## src/rtl/cpu_bus_pkg.sv

```systemverilog
// Shared types and constants for the CPU-side memory bus arbiters.
// Imported by the picker and by every arbiter built on it.
package cpu_bus_pkg;

   typedef enum logic [1:0] {
      StIdle,
      StBusy,
      StDone
   } arb_state_e;

   localparam logic PORT_FETCH = 1'b0;
   localparam logic PORT_LSU   = 1'b1;

   // Width of the bus timeout counter; TIMEOUT must fit in 1..2**TIMEOUT_W-1.
   localparam int unsigned TIMEOUT_W = 8;

endpackage

```

## src/rtl/rr_pick2.sv

```systemverilog
// Two-way request picker: a lone requester wins outright; ties go to port 0 under fixed
// priority, otherwise to the port opposite the previous grant.
module rr_pick2
   import cpu_bus_pkg::*;
(
   input  logic [1:0] i_req,
   input  logic       i_last_grant,
   input  logic       i_fixed_prio,
   output logic       o_grant,
   output logic       o_any
);

   always_comb begin
      o_any = |i_req;
      if (i_req == 2'b11) begin
         o_grant = i_fixed_prio ? PORT_FETCH : ~i_last_grant;
      end else begin
         o_grant = i_req[1];
      end
   end

endmodule

```

## src/rtl/mem_bus_arbiter.sv

```systemverilog
// Shares the single W_ memory bus between FETCH (port 0) and the LSU (port 1), one
// transaction at a time, with a registered ack/err pulse and a bus timeout abort.
module mem_bus_arbiter
   import cpu_bus_pkg::*;
#(
   parameter int unsigned AW         = 32,
   parameter int unsigned DW         = 32,
   parameter int unsigned TIMEOUT    = 255,
   parameter bit          FIXED_PRIO = 1'b0
) (
   input  logic          clk,
   input  logic          rst_n,
   input  logic          m0_enable,
   input  logic          m0_write_mode,
   input  logic [AW-1:0] m0_addr,
   input  logic [DW-1:0] m0_data_i,
   output logic [DW-1:0] m0_data_o,
   output logic          m0_ack,
   output logic          m0_err,
   input  logic          m1_enable,
   input  logic          m1_write_mode,
   input  logic [AW-1:0] m1_addr,
   input  logic [DW-1:0] m1_data_i,
   output logic [DW-1:0] m1_data_o,
   output logic          m1_ack,
   output logic          m1_err,
   output logic [AW-1:0] W_ADDR,
   output logic [DW-1:0] W_DATA_O,
   output logic          W_WRITE,
   output logic          W_STB,
   input  logic          W_ACK,
   input  logic [DW-1:0] W_DATA_I
);

   localparam logic [TIMEOUT_W-1:0] LAST_CNT = TIMEOUT_W'(TIMEOUT - 1);

   arb_state_e           r_state;
   logic                 r_winner;
   logic                 r_last_grant;
   logic [TIMEOUT_W-1:0] r_cnt;
   logic [AW-1:0]        r_addr;
   logic [DW-1:0]        r_wdata;
   logic                 r_write;
   logic                 r_stb;
   logic [1:0]           r_ack;
   logic [1:0]           r_err;
   logic [DW-1:0]        r_m0_rdata;
   logic [DW-1:0]        r_m1_rdata;

   logic w_grant;
   logic w_any;

   rr_pick2 u_pick (
      .i_req        ({m1_enable, m0_enable}),
      .i_last_grant (r_last_grant),
      .i_fixed_prio (FIXED_PRIO),
      .o_grant      (w_grant),
      .o_any        (w_any)
   );

   always_ff @(posedge clk or negedge rst_n) begin
      if (!rst_n) begin
         r_state      <= StIdle;
         r_winner     <= PORT_FETCH;
         r_last_grant <= PORT_LSU;
         r_cnt        <= '0;
         r_addr       <= '0;
         r_wdata      <= '0;
         r_write      <= 1'b0;
         r_stb        <= 1'b0;
         r_ack        <= 2'b00;
         r_err        <= 2'b00;
         r_m0_rdata   <= '0;
         r_m1_rdata   <= '0;
      end else begin
         r_ack <= 2'b00;
         r_err <= 2'b00;
         case (r_state)
            StIdle: begin
               if (w_any) begin
                  r_winner     <= w_grant;
                  r_last_grant <= w_grant;
                  r_addr       <= w_grant ? m1_addr : m0_addr;
                  r_wdata      <= w_grant ? m1_data_i : m0_data_i;
                  r_write      <= w_grant ? m1_write_mode : m0_write_mode;
                  r_stb        <= 1'b1;
                  r_cnt        <= '0;
                  r_state      <= StBusy;
               end
            end
            StBusy: begin
               // A bus ack in the last allowed cycle still counts as success.
               if (W_ACK) begin
                  r_stb           <= 1'b0;
                  r_ack[r_winner] <= 1'b1;
                  if (!r_write) begin
                     if (r_winner) r_m1_rdata <= W_DATA_I;
                     else          r_m0_rdata <= W_DATA_I;
                  end
                  r_state <= StDone;
               end else if (r_cnt == LAST_CNT) begin
                  r_stb           <= 1'b0;
                  r_ack[r_winner] <= 1'b1;
                  r_err[r_winner] <= 1'b1;
                  r_state         <= StDone;
               end else begin
                  r_cnt <= r_cnt + 1'b1;
               end
            end
            StDone: begin
               r_state <= StIdle;
            end
            default: begin
               r_state <= StIdle;
            end
         endcase
      end
   end

   assign W_ADDR    = r_addr;
   assign W_DATA_O  = r_wdata;
   assign W_WRITE   = r_write;
   assign W_STB     = r_stb;
   assign m0_ack    = r_ack[0];
   assign m1_ack    = r_ack[1];
   assign m0_err    = r_err[0];
   assign m1_err    = r_err[1];
   assign m0_data_o = r_m0_rdata;
   assign m1_data_o = r_m1_rdata;

endmodule

```

## config.mk

```make
export PLATFORM = sky130hd
export DESIGN_NAME = mem_bus_arbiter
export DESIGN_NICKNAME = d
export VERILOG_FILES = /design/src/rtl/cpu_bus_pkg.sv /design/src/rtl/rr_pick2.sv /design/src/rtl/mem_bus_arbiter.sv
export SDC_FILE = /design/constraint.sdc
export NUM_CORES = 1
export LEC_CHECK = 0
export BUFFER_PORTS_ARGS = -buffer_cell sky130_fd_sc_hd__buf_2
export CAP_MARGIN = 25
export CORE_MARGIN = 1.5
export CORE_UTILIZATION = 35
export CTS_CLUSTER_SIZE = 28
export DETAILED_ROUTE_END_ITERATION = 8
export RECOVER_POWER = 50
export SLEW_MARGIN = 0
export SYNTH_ARGS = -nofsm -noshare
export SYNTH_HDL_FRONTEND = slang
export SYNTH_SLANG_ARGS = --single-unit
```

## constraint.sdc

```tcl
create_clock -name clk -period 2.2 [get_ports clk]
set_input_delay 0.11 -clock clk [delete_from_list [all_inputs] [get_ports clk]]
set_output_delay 0.11 -clock clk [all_outputs]
set_load 0.05 [all_outputs]
```

==> results.md <==
* Synth area leaders: dfrtp_1 57%, mux2i_1 10%, mux2_4 7.1%, mux2_2 6.6%, a21oi_1 5.4%
* Routed len/inst at 15.3 µm
* Die width at 137 µm
* Critical Path, Cell by Cell: a21boi_4, buf_12, buf_12, mux2i_1, dlygate4sd3_1, a21oi_1
* DR pass1 iterations at 4
* First-pass GRT wire length at 26.8 mm
* Antenna Nets Post-Route at 0
* Post-CTS setup buffer count at 0
* DR vias/cell at 4.57
* Tmin final at 2.12 ns
* Worst-path clk slew at 0.06 ns
* Cell count after synthesis at 500
* Critical path class: reg -> reg
* Area added between synthesis and finish at 53.9%
* Fin cells at 1154
* Setup WS post-layout at 0.0811 ns
* Slowest stage cell, crit path: dlygate4sd3_1
* Cell taking the most area after synthesis: dfrtp_1
* Yosys top cell area share at 57.4%
* Post-Place Setup Slack at 0.252 ns
* DP Wirelength at 12.3 mm
* Skew-Pair Late Insertion Delay at 0.41 ns
* Highest Clock Rate at 472 MHz
* Post-synthesis instance area at 0.00632 mm²
* Skew final at 0.00925 ns
* Prevailing post-synth register cell: dfrtp_1
* Post-synth EDFFs at 0
* Required @ worst endpoint at 2.48 ns
* Count leader, synth: dfrtp_1
* Proportion of layout cells with a drive suffix above 1 at 37.9%
* WP data arrival at 2.40 ns
* Final Routed Wirelength at 17.7 mm
* Crit end category: register
* Worst hold slack at 0.00991 ns
* Slew Viols, Final at 0
* Hold Crit Class: in -> reg
* Avg Synthesized Cell Area at 12.6 µm²
* Status: finished, final reports clean
* Critical path peak fanout at 25
* Max_cap viols at 0
* CTS Buf Count at 17
* Worst VDD drop at 1.05 mV
* RePlAce Congestion at 0.794
* Placed insts at 1009
* GRT overflow at 0
* Seq/Total Area, Yosys at 57.9%
* Pwr Total at 15.8 mW
* Critical Path Source Type: register
* DIE AREA at 0.0189 mm²
* CTS tree: done
* PortBufs at 300
* Period utilisation layout at 96.3%
* # setup viols final at 0
* Vias in the first global route at 5254
* Chip Height at 137 µm
* Clock Sinks at 146
* CTS root buf: clkbuf_16
* Via count at 5273
* Antenna violations before repair at 2
* Max incr delay on CP at 0.59 ns
* P_leak at 4.64 nW
* Least-Margin Pin Slew at 1.19 ns
* Residual DRC at 0
* Worst path most repeated cell: buf_12
* Synth cell types at 37
* FFs w/ async S/R, synth at 100%
* CTS max path bufs at 2
* Pwr dens at 1620 mW/mm²
* Setup TNS at 0 ns
* Placeable Area at 0.0175 mm²
* Row count at 48
* Hold Violations, Final at 0
* Global Route Usage Sum at 18.5%
* Initial Util at 36.1%
* Warnings, synthesis at 0
* Fin nets at 1083
* Largest net degree at the start of global routing at 105
* Rel. slew slack at 20.8%
* H-tree depth at 4
* Drt initial violations at 140
* Syn_nets at 669
* Synthesized flop and latch total at 146
* Synth top cells by count: 145 x dfrtp_1, 73 x nor2_1, 68 x a21oi_1
* I/O Pins at 301
[flip-flops by register name, indices dropped and copies added, names as in the netlist]
name / cells
r_winner: 1
m0_data_o: 32
r_cnt: 8
W_STB: 1
m1_data_o: 32
W_DATA_O: 32
W_WRITE: 1
r_last_grant: 1
r_ack: 2
r_state: 2
r_err: 2
W_ADDR: 32
[report_power, final]
group / internal [mW] / leakage, nW / total, mW / switching [mW]
clock network: 1.67 / 0.269 / 2.81 / 1.14
logic: 2.26 / 2.65 / 8.30 / 6.03
registers: 3.93 / 1.72 / 4.68 / 0.742
total: 7.87 / 4.64 / 15.8 / 7.92
[logic make-up (layout without fill, tap and decap cells)]
| logic type | count (synthesis) | after routing | share of synthesized area [%] |
|---|---|---|---|
| fa+ha+maj | 2 | 2 | 0.396 |
| simple gates | 98 | 98 | 6.99 |
| flops | 146 | 146 | 57.9 |
| other cells | 0 | 2 | 0 |
| mux | 132 | 132 | 24.0 |
| compound gates | 86 | 86 | 7.29 |
| buf+inv | 36 | 463 | 3.43 |
[stage by stage]
| step | cell area, µm² | util [%] |
|---|---|---|
| floorplan | 6320 | - |
| global placement | 8130 | 46.5 |
| detailed placement | 8130 | 46.5 |
| CTS | 9810 | 56.1 |
| global route | 9720 | 55.6 |
| finish | 9720 | 55.6 |
[worst max-delay path, delay by kind of cell, from the launching register on]
kind,cells,cell delay (ns)
AOI/OAI and AO/OA,2,0.34
buffers and inverters,3,1.03
muxes,1,0.20
DFF,1,0.38
[path summary, 6_finish.rpt]
path,start,end,slack [ns],cells after the start
min reg2reg,r_cnt[7],r_cnt[7],0.50,1
max reg2reg,r_last_grant,W_DATA_O[27],0.08,6
min in group asynchronous,rst_n,m1_data_o[7],0.50,2
max in group asynchronous,rst_n,m0_data_o[12],0.47,3
min,m1_data_i[26],W_DATA_O[26],0.01,3
max,r_last_grant,W_DATA_O[27],0.08,6
[per-layer routing]
metal	global-route usage (%)	part of all wire, %
met1	21.8	42
met2	31.4	48
met3	7.21	8.5
met4	5.09	1.1
met5	0	0
[repair_timing]
action / CTS / global route
hold buffers: 111 / 0
gates resized for setup: 0 / 0
endpoints found under the hold margin: 158 / 0
[cell type report]
class	count	area, µm²
fillers	1531	7760
flip-flops and latches	146	3650
repair buffers	425	2720
multi-input cells	318	2470
clock buffers	19	433
well taps	225	282
clock inverters	13	136
inverters	6	22.5
diodes	2	5.00
[cell usage in the layout, fill, tap and decap left out, drive strengths merged, types with 2 or more instances in the layout]
cell type	instances
a21oi	69
a31oi	2
buf	244
bufinv	2
clkbuf	89
clkinv	6
clkinvlp	4
dfrtp	145
diode	2
dlygate4sd3	111
ha	2
inv	7
mux2	67
mux2i	65
nand2	3
nand3	4
nor2	73
nor3	7
o21ai	10
(Power assumes the default switching activity.)
